**config.mk**
```make
export PLATFORM = sky130hd
export DESIGN_NAME = shift_sequencer
export DESIGN_NICKNAME = d
export VERILOG_FILES = /design/src/rtl/shift_seq_pkg.sv /design/src/rtl/shift_sequencer.sv
export SDC_FILE = /design/constraint.sdc
export NUM_CORES = 1
export LEC_CHECK = 0
export ABC_CLOCK_PERIOD_IN_PS = 2550
export BUFFER_PORTS_ARGS = -buffer_cell sky130_fd_sc_hd__buf_2
export CAP_MARGIN = 20
export CORE_MARGIN = 5
export CORE_UTILIZATION = 32
export DETAILED_ROUTE_END_ITERATION = 8
export GPL_TIMING_DRIVEN = 0
export SLEW_MARGIN = 20
export SYNTH_ARGS = -nofsm -noshare
export SYNTH_HDL_FRONTEND = slang
export SYNTH_SLANG_ARGS = --single-unit
```
**constraint.sdc**
```tcl
create_clock -name clk -period 2.55 [get_ports clk]
set_input_delay 0.1275 -clock clk [delete_from_list [all_inputs] [get_ports clk]]
set_output_delay 0.1275 -clock clk [all_outputs]
set_load 0.03 [all_outputs]
```
**src/rtl/shift_seq_pkg.sv**
```systemverilog
// Shared opcodes, register mode codes and FSM state encoding for the
// shift_sequencer controller.
package shift_seq_pkg;

  localparam logic [1:0] OP_LOAD_SHIFT = 2'b00;
  localparam logic [1:0] OP_ROTATE     = 2'b01;
  localparam logic [1:0] OP_SHIFT_ONLY = 2'b10;
  localparam logic [1:0] OP_NOP        = 2'b11;

  localparam logic [1:0] MODO_SHIFT = 2'b00;
  localparam logic [1:0] MODO_ROT   = 2'b01;
  localparam logic [1:0] MODO_LOAD  = 2'b10;

  typedef enum logic [1:0] {
    ST_IDLE   = 2'b00,
    ST_LOAD   = 2'b01,
    ST_SHIFT  = 2'b10,
    ST_FINISH = 2'b11
  } state_t;

endpackage

```
**src/rtl/shift_sequencer.sv**
```systemverilog
// Command-driven controller for registrodesplazable: accepts one command at a
// time, sequences load/shift cycles, captures S_OUT and reports the final Q.
module shift_sequencer
  import shift_seq_pkg::*;
#(
  parameter int CNT_W = 4,
  parameter int CAP_W = 8
) (
  input  logic             clk,
  input  logic             RST_N,
  input  logic             CMD_VALID,
  output logic             CMD_READY,
  input  logic [1:0]       CMD_OP,
  input  logic             CMD_DIR,
  input  logic [CNT_W-1:0] CMD_COUNT,
  input  logic [3:0]       CMD_DATA,
  input  logic             CMD_SIN,
  output logic             ENB,
  output logic             DIR,
  output logic             S_IN,
  output logic [1:0]       MODO,
  output logic [3:0]       D,
  input  logic [3:0]       Q,
  input  logic             S_OUT,
  output logic             BUSY,
  output logic             DONE,
  output logic [3:0]       RESULT,
  output logic [CAP_W-1:0] CAP
);

  state_t             state_q, state_d;
  logic [1:0]         op_q, op_d;
  logic               dir_q, dir_d;
  logic               sin_q, sin_d;
  logic [3:0]         data_q, data_d;
  logic [CNT_W-1:0]   count_q, count_d;
  logic [CAP_W-1:0]   cap_q, cap_d;
  logic [3:0]         result_q, result_d;
  logic               done_q, done_d;

  always_comb begin
    state_d  = state_q;
    op_d     = op_q;
    dir_d    = dir_q;
    sin_d    = sin_q;
    data_d   = data_q;
    count_d  = count_q;
    cap_d    = cap_q;
    result_d = result_q;
    done_d   = 1'b0;
    case (state_q)
      ST_IDLE: begin
        if (CMD_VALID) begin
          op_d    = CMD_OP;
          dir_d   = CMD_DIR;
          sin_d   = CMD_SIN;
          data_d  = CMD_DATA;
          count_d = CMD_COUNT;
          cap_d   = '0;
          case (CMD_OP)
            OP_LOAD_SHIFT: state_d = ST_LOAD;
            OP_ROTATE, OP_SHIFT_ONLY:
              state_d = (CMD_COUNT == '0) ? ST_FINISH : ST_SHIFT;
            default: state_d = ST_FINISH;
          endcase
        end
      end
      ST_LOAD: begin
        state_d = (count_q == '0) ? ST_FINISH : ST_SHIFT;
      end
      ST_SHIFT: begin
        // S_OUT here is the bit leaving the register at this edge.
        cap_d   = {cap_q[CAP_W-2:0], S_OUT};
        count_d = count_q - CNT_W'(1);
        if (count_q == CNT_W'(1)) begin
          state_d = ST_FINISH;
        end
      end
      ST_FINISH: begin
        result_d = Q;
        done_d   = 1'b1;
        state_d  = ST_IDLE;
      end
      default: state_d = ST_IDLE;
    endcase
  end

  always_ff @(posedge clk or negedge RST_N) begin
    if (!RST_N) begin
      state_q  <= ST_IDLE;
      op_q     <= OP_NOP;
      dir_q    <= 1'b0;
      sin_q    <= 1'b0;
      data_q   <= '0;
      count_q  <= '0;
      cap_q    <= '0;
      result_q <= '0;
      done_q   <= 1'b0;
    end else begin
      state_q  <= state_d;
      op_q     <= op_d;
      dir_q    <= dir_d;
      sin_q    <= sin_d;
      data_q   <= data_d;
      count_q  <= count_d;
      cap_q    <= cap_d;
      result_q <= result_d;
      done_q   <= done_d;
    end
  end

  always_comb begin
    ENB  = 1'b0;
    DIR  = 1'b0;
    S_IN = 1'b0;
    MODO = MODO_SHIFT;
    D    = '0;
    case (state_q)
      ST_LOAD: begin
        ENB  = 1'b1;
        MODO = MODO_LOAD;
        D    = data_q;
      end
      ST_SHIFT: begin
        ENB  = 1'b1;
        DIR  = dir_q;
        S_IN = sin_q;
        MODO = (op_q == OP_ROTATE) ? MODO_ROT : MODO_SHIFT;
      end
      default: ;
    endcase
  end

  // Ready is gated by reset so the host never sees a handshake while held in reset.
  assign CMD_READY = RST_N && (state_q == ST_IDLE);
  assign BUSY      = (state_q != ST_IDLE);
  assign DONE      = done_q;
  assign RESULT    = result_q;
  assign CAP       = cap_q;

endmodule

```
==> results.sh, run 1 <==
export IMPL_synth_nets=153
export IMPL_period_needed_ps=1840
export IMPL_cts_setup_buffers=0
export IMPL_place_hpwl_mm=2.41
export IMPL_crit_family="buffers and inverters"
export IMPL_antenna_found_initial=0
export IMPL_synth_area_leader_cell="dfrtp_1"
export IMPL_total_power_mw=2.23
export IMPL_required_ps=2420
export IMPL_cp_data_arrival_time_ps=1710
export IMPL_path_class="reg2out"
export IMPL_drt_pass1_iter_count=4
export IMPL_worstMarginPinSlew_ps=612
export IMPL_drt_wl_total_mm=3.05
export IMPL_cp_num_buf_inv=3
export IMPL_p_comb_share_pct=55.6
export IMPL_ys_async_sr_fraction_pct=100
export IMPL_grt_pass1_wl_mm=5.10
export IMPL_post_dp_cell_area_um2=1660
export IMPL_core_um2=4090
export IMPL_clockRootBuffer="clkbuf_8"
export IMPL_clk_latency_ps=270
export IMPL_ctsHtreeMaxLevel=1
export IMPL_vias_per_cell=4.92
export IMPL_timing_final_ws_setup_ps=709
export IMPL_p_switching_mw=1.01
export IMPL_rsz0062_at_grt="no"
export IMPL_cts_reportedPaths_clkPinSlew_ps=90
export IMPL_start_util_pct=33.7
export IMPL_total_leakage_power_nw=0.897
export IMPL_max_slew_margin_rel_pct=58.9
export IMPL_critPathLaunchType="register"
export IMPL_period_share_pct=72.2
export IMPL_fmax_mhz=543
export IMPL_final_max_slew_violation_count=0
export IMPL_grt_overflow_total=0
export IMPL_multi_input_area_um2=629
export IMPL_n_fill_cell=417
export IMPL_die_h_um=75.6
export IMPL_dieArea_um2=5720
export IMPL_synth_area_leaders="dfrtp_1 (45%), ha_1 (11%), mux2_2 (9.0%), a22o_1 (5.1%), dfstp_2 (3.8%)"
export IMPL_peakVddDrop_mv=0.556
export IMPL_ant_nets=0
export IMPL_yosys_area_top_type_share_pct=45.4
export IMPL_clk_path_buf_depth=2
export IMPL_p_int_mw=1.22
export IMPL_cpMostUsedCell="buf_2"
export IMPL_fin_util_pct=41.9
export IMPL_fin_nets=202
export IMPL_drive_above_1_share_pct=39.1
export IMPL_syn_cell_area_um2=1380
export IMPL_crit_chain="inv_1 > ha_1 > buf_2 > and4b_1 > buf_2"
export IMPL_synth_distinct_cells=27
export IMPL_port_buffers=43
export IMPL_fin_setup_tns_ps=0
export IMPL_pin_count=44
export IMPL_sequentialPowerShare_pct=33.7
export IMPL_cts_buffers=3
export IMPL_clockPowerShare_pct=10.7
export IMPL_worst_path_max_fanout=10
export IMPL_skew_ps=5.04
export IMPL_post_synth_top_count_cell="dfrtp_1"
export IMPL_power_density_nw_per_um2=1300
export IMPL_slowest_delay_ps=440
export IMPL_diodes=0
export IMPL_cts_sinks=27
export IMPL_route_vias_total=1077
export IMPL_status="finished, final reports clean"
export IMPL_yosys_register_bits=27
export IMPL_route_detailed_drc=0
export IMPL_synth_area_per_cell_um2=11.4
export IMPL_max_cap_violations=0
export IMPL_gp_congestion=0.793
export IMPL_wl_per_cell_um=13.9
export IMPL_synth_warnings=0
export IMPL_register_area_um2=678
export IMPL_hold_viol_final=0
export IMPL_drt_iter0_drc=55
export IMPL_syn2layout_area_growth_pct=24.3
export IMPL_grt_max_degree=29
export IMPL_place_ws_ps=740
export IMPL_synth_edf_count=0
export IMPL_netlist_instances=121
export IMPL_end_kind="output pin"
export IMPL_cts_tree="done"
export IMPL_hp_class="in2reg"
export IMPL_slowest_stage="dfrtp_1"
export IMPL_synth_main_ff_cell="dfrtp_1"
export IMPL_grt_use_total_pct=11.5
export IMPL_ys_top_cells_by_count="dfrtp_1 (25), ha_1 (12), mux2_2 (11), inv_1 (10), a22o_1 (8)"
export IMPL_grt_pass1_vias=1150
export IMPL_rows=23
export IMPL_finalSetupViolations=0
export IMPL_die_w_um=75.6
export IMPL_ys_seq_area_share_pct=49.2
export IMPL_fin_area_um2=1710
export IMPL_p_sw_share_pct=45.4
[layout make-up]
cell class,instances,area share (%)
Clock inverter,1,0.292
Buffer,4,1.90
Sequential cell,27,39.6
Clock buffer,3,2.41
Tap cell,50,3.65
Timing Repair Buffer,44,13.2
Multi-Input combinational cell,80,36.8
Inverter,10,2.19
[cell families (layout without fill, tap and decap cells)]
kind of cell,after synthesis,in the layout,synth area share [%]
flops,27,27,49.2
compound gates,26,26,13.3
buf+inv,14,62,5.09
simple gates,29,29,11.1
mux,13,13,10.4
fa+ha+maj,12,12,10.9
[layout by cell type, fill, tap and decap left out, drive strengths merged, types with 2 or more instances in the layout]
master   n
and2     8
ha      12
mux2    11
dfrtp   25
a22o     8
dfstp    2
buf     47
mux2i    2
inv     10
nand2    5
clkbuf   3
o21ai    5
o22ai    2
nor3     2
a21oi    4
nor2     7
nand3    4
a31oi    3
[power groups by stage]
stage / Combinational [mW] / Sequential [mW] / Clock [mW]
3_3_place_gp: 1.22 / 0.750 / 0
5_1_grt: 1.37 / 0.779 / 0.270
2_1_floorplan: 0.787 / 0.893 / 0
3_5_place_dp: 1.26 / 0.762 / 0
4_1_cts: 1.26 / 0.754 / 0.251
6_report: 1.24 / 0.753 / 0.238
[state kept, by name, indices dropped and copies added (netlist names)]
name and cells:
op_q 2, dir_q 1, count_q 4, RESULT 4
state_q 2, DONE 1, sin_q 1, CAP 8
data_q 4
[metal layers]
metal	track usage [%]	vias up	part of all wire, %
met2	20.1	28	51
met4	3.11	0	0.69
li1	-	517	-
met5	0	-	0
met3	3.03	4	6.0
met1	14.0	528	43
[worst paths after layout]
check	from	endpoint	slack, ps	cells after the start
max	state_q[0]	MODO[0]	710	5
min	S_OUT	CAP[0]	70	2
max reg2reg	state_q[0]	CAP[3]	730	5
min reg2reg	op_q[0]	op_q[0]	500	2
max in group asynchronous	RST_N	state_q[0]	1750	2
min in group asynchronous	RST_N	count_q[2]	390	2
[stage by stage]
step,std cells,hold WS (ps)
floorplan,121,-168
global placement,214,169
detailed placement,214,184
CTS,219,65.4
global route,219,63.3
finish,219,72.4
[repair_timing]
action / in CTS / in global routing
gates resized for setup: 0 / 0
hold buffers: 1 / 0
endpoints found under the hold margin: 25 / 0
(Power assumes the default switching activity.)
==> run 2, diff against run 1 <==
ABC_AREA = 1   (was default)
ABC_CLOCK_PERIOD_IN_PS = 1700   (was 2550)
clock period = 1.7 ns   (was 2.55 ns; I/O delays follow)
==> run 2 against run 1 <==
Compared with the run above:
- clock power rose by 58%
- clock skew down 1.0 ps
- routed wire length shrank 2.3%
- first-iteration DRC count shrank 31%
- highest routed layer unchanged
- combinational power is 51% higher
- sequential share of layout area down 1.8 points
- critical path type unchanged
- global-route usage shrank 0.22 points
- non-clock buffer count rose by 1
- critical endpoint is now S_IN
- area after synthesis grew 2.9%
==> results.sh, run 2 <==
export IMPL_place_hpwl_mm=2.23
export IMPL_slowest_stage="dfrtp_1"
export IMPL_drt_iter0_drc=38
export IMPL_vias_per_cell=4.50
export IMPL_route_vias_total=1124
export IMPL_cp_num_buf_inv=5
export IMPL_worstMarginPinSlew_ps=396
export IMPL_gp_congestion=0.758
export IMPL_clockRootBuffer="clkbuf_8"
export IMPL_required_ps=1620
export IMPL_drt_wl_total_mm=2.98
export IMPL_grt_max_degree=29
export IMPL_antenna_found_initial=0
export IMPL_multi_input_area_um2=641
export IMPL_post_synth_top_count_cell="nand2_1"
export IMPL_clk_latency_ps=270
export IMPL_n_fill_cell=468
export IMPL_status="finished, final reports clean"
export IMPL_cp_data_arrival_time_ps=1490
export IMPL_grt_use_total_pct=11.3
export IMPL_timing_final_ws_setup_ps=125
export IMPL_ys_top_cells_by_count="nand2_1 (36), dfrtp_1 (25), inv_1 (19), ha_1 (12), o21ai_0 (9)"
export IMPL_cts_sinks=27
export IMPL_largest_reg_flops=8
export IMPL_synth_area_per_cell_um2=9.51
export IMPL_clk_path_buf_depth=2
export IMPL_die_h_um=76.6
export IMPL_whs_path_depth=3
export IMPL_route_detailed_drc=0
export IMPL_syn2layout_area_growth_pct=26.7
export IMPL_crit_chain="inv_2 > ha_1 > buf_4 > buf_6 > nand2_1 > inv_1 > buf_2"
export IMPL_synth_distinct_cells=23
export IMPL_yosys_register_bits=27
export IMPL_fin_nets=231
export IMPL_period_needed_ps=1570
export IMPL_p_int_mw=1.78
export IMPL_wl_per_cell_um=11.9
export IMPL_hold_viol_final=0
export IMPL_end_kind="output pin"
export IMPL_grt_pass1_wl_mm=5.47
export IMPL_synth_warnings=0
export IMPL_final_cell_mix="buf_2 (40), nand2_1 (36), dfrtp_1 (25), inv_1 (18), ha_1 (12)"
export IMPL_total_leakage_power_nw=1.00
export IMPL_critPathLaunchType="register"
export IMPL_drt_pass1_iter_count=4
export IMPL_r2r_end="CAP[1]"
export IMPL_hold_ws_ps=30.2
export IMPL_p_switching_mw=1.54
export IMPL_synth_edf_count=0
export IMPL_ys_async_sr_fraction_pct=100
export IMPL_sequentialPowerShare_pct=32.1
export IMPL_dp_cells=244
export IMPL_ctsHtreeMaxLevel=1
export IMPL_place_ws_ps=210
export IMPL_dieArea_um2=5860
export IMPL_power_density_nw_per_um2=1850
export IMPL_synth_area_leader_cell="dfrtp_1"
export IMPL_p_sw_share_pct=46.4
export IMPL_syn_cell_area_um2=1420
export IMPL_clockPowerShare_pct=11.4
export IMPL_cts_reportedPaths_clkPinSlew_ps=100
export IMPL_crit_family="buffers and inverters"
export IMPL_path_class="reg2out"
export IMPL_start_util_pct=32.8
export IMPL_synth_area_leaders="dfrtp_1 (44%), ha_1 (11%), nand2_1 (9.5%), mux2_4 (6.4%), inv_1 (5.0%)"
export IMPL_fmax_mhz=635
export IMPL_die_w_um=76.6
export IMPL_worstHoldEndpoint="CAP[0]"
export IMPL_diodes=0
export IMPL_p_comb_share_pct=56.5
export IMPL_register_area_um2=678
export IMPL_period_share_pct=92.6
export IMPL_grt_overflow_total=0
export IMPL_grt_pass1_vias=1147
export IMPL_cts_buffers=3
export IMPL_drive_above_1_share_pct=35.9
export IMPL_final_max_slew_violation_count=0
export IMPL_cts_tree="done"
export IMPL_synth_main_ff_cell="dfrtp_1"
export IMPL_slowest_delay_ps=410
export IMPL_rows=24
export IMPL_max_cap_violations=0
export IMPL_stdcell_count=250
export IMPL_finalSetupViolations=0
export IMPL_yosys_area_top_type_share_pct=44.1
export IMPL_layout_commonest_cell="buf_2"
export IMPL_port_buffers=43
export IMPL_r2r_slack_ps=250
export IMPL_peakVddDrop_mv=0.723
export IMPL_core_um2=4320
export IMPL_max_slew_margin_rel_pct=73.6
export IMPL_netlist_instances=149
export IMPL_hp_start="S_OUT"
export IMPL_worst_path_max_fanout=10
export IMPL_ys_seq_area_share_pct=47.8
export IMPL_hp_class="in2reg"
export IMPL_worstReg2RegStart="state_q[1]"
export IMPL_ant_nets=0
export IMPL_synth_nets=181
export IMPL_skew_ps=4.04
export IMPL_reg2regPathDepth=7
export IMPL_pin_count=44
==> run 2: cell count changes in the layout (fill, tap and decap cells not counted), sizes merged, moves of 3 or more <==
cell   delta
nand3     +4
a22o      -8
o31ai     +3
inv      +11
o21ai     +9
and2      -8
a31oi     -3
nand2    +32
==> run 2: worst max-delay path by stage <==
stage | from | end | slack (ps) | cells past startpoint
finish | state_q[0] | S_IN | 130 | 7
global route | state_q[0] | DIR | -10 | 7
CTS | state_q[0] | S_IN | 50 | 7
detailed placement | state_q[0] | data_q[1] | 210 | 5
global placement | state_q[0] | data_q[0] | 200 | 5
floorplan | state_q[0] | MODO[0] | 180 | 4
==> run 2: tightest hold or removal path, cell delays in order <==
cell,delay [ps]
buf_2,80
nand3_1,60
nand2_1,50
==> run 2: cell families (layout without fill, tap and decap cells) <==
group                    after synthesis  after routing  synth area share, %
AO/OA/AOI/OAI                         20             20                 7.77
XOR/XNOR                               1              1                0.618
adder cells (fa/ha/maj)               12             12                 10.6
buffers and inverters                 25             74                 7.77
flip-flops                            27             27                 47.8
multiplexers                          10             10                 9.53
AND/OR/NAND/NOR                       54             54                 15.9
==> run 2: final cells by class <==
type | instances | share of cell area, %
Sequential cell | 27 | 37.8
Multi-Input combinational cell | 97 | 35.7
Timing Repair Buffer | 45 | 13.6
Inverter | 21 | 4.53
Tap cell | 52 | 3.62
Clock buffer | 3 | 2.30
Buffer | 4 | 2.09
Clock inverter | 1 | 0.418
==> run 2: per-stage QoR <==
step | power (mW) | cell area, um2 | TNS, ps | utilization, %
after floorplan | 2.45 | 1420 | 0 | -
after global placement | 2.89 | 1700 | 0 | 39.4
after detailed placement | 2.91 | 1700 | 0 | 39.4
after CTS | 3.34 | 1770 | 0 | 41.0
after global routing | 3.65 | 1800 | -9.58 | 41.5
final | 3.31 | 1800 | 0 | 41.5
==> run 2: power groups by stage <==
stage,registers (mW),logic (mW),clock network (mW)
3_3_place_gp,1.07,1.82,0
5_1_grt,1.11,2.11,0.435
6_report,1.06,1.87,0.377
2_1_floorplan,1.22,1.23,0
4_1_cts,1.06,1.88,0.401
3_5_place_dp,1.08,1.84,0
==> run 2: layer usage <==
layer / up-vias / GRT usage (%) / routed length, um
li1: 575 / - / -
met1: 511 / 15.2 / 1420
met2: 36 / 17.2 / 1310
met3: 2 / 4.49 / 225
met4: 0 / 2.10 / 19
met5: - / 0 / 0
==> run 2: repair_timing <==
action / CTS / global route
hold endpoints to repair: 25 / 0
hold buffers: 1 / 0
gates cloned: 0 / 0
gates resized for setup: 2 / 7
setup buffers: 1 / 0
endpoints found under the setup margin: 3 / 4
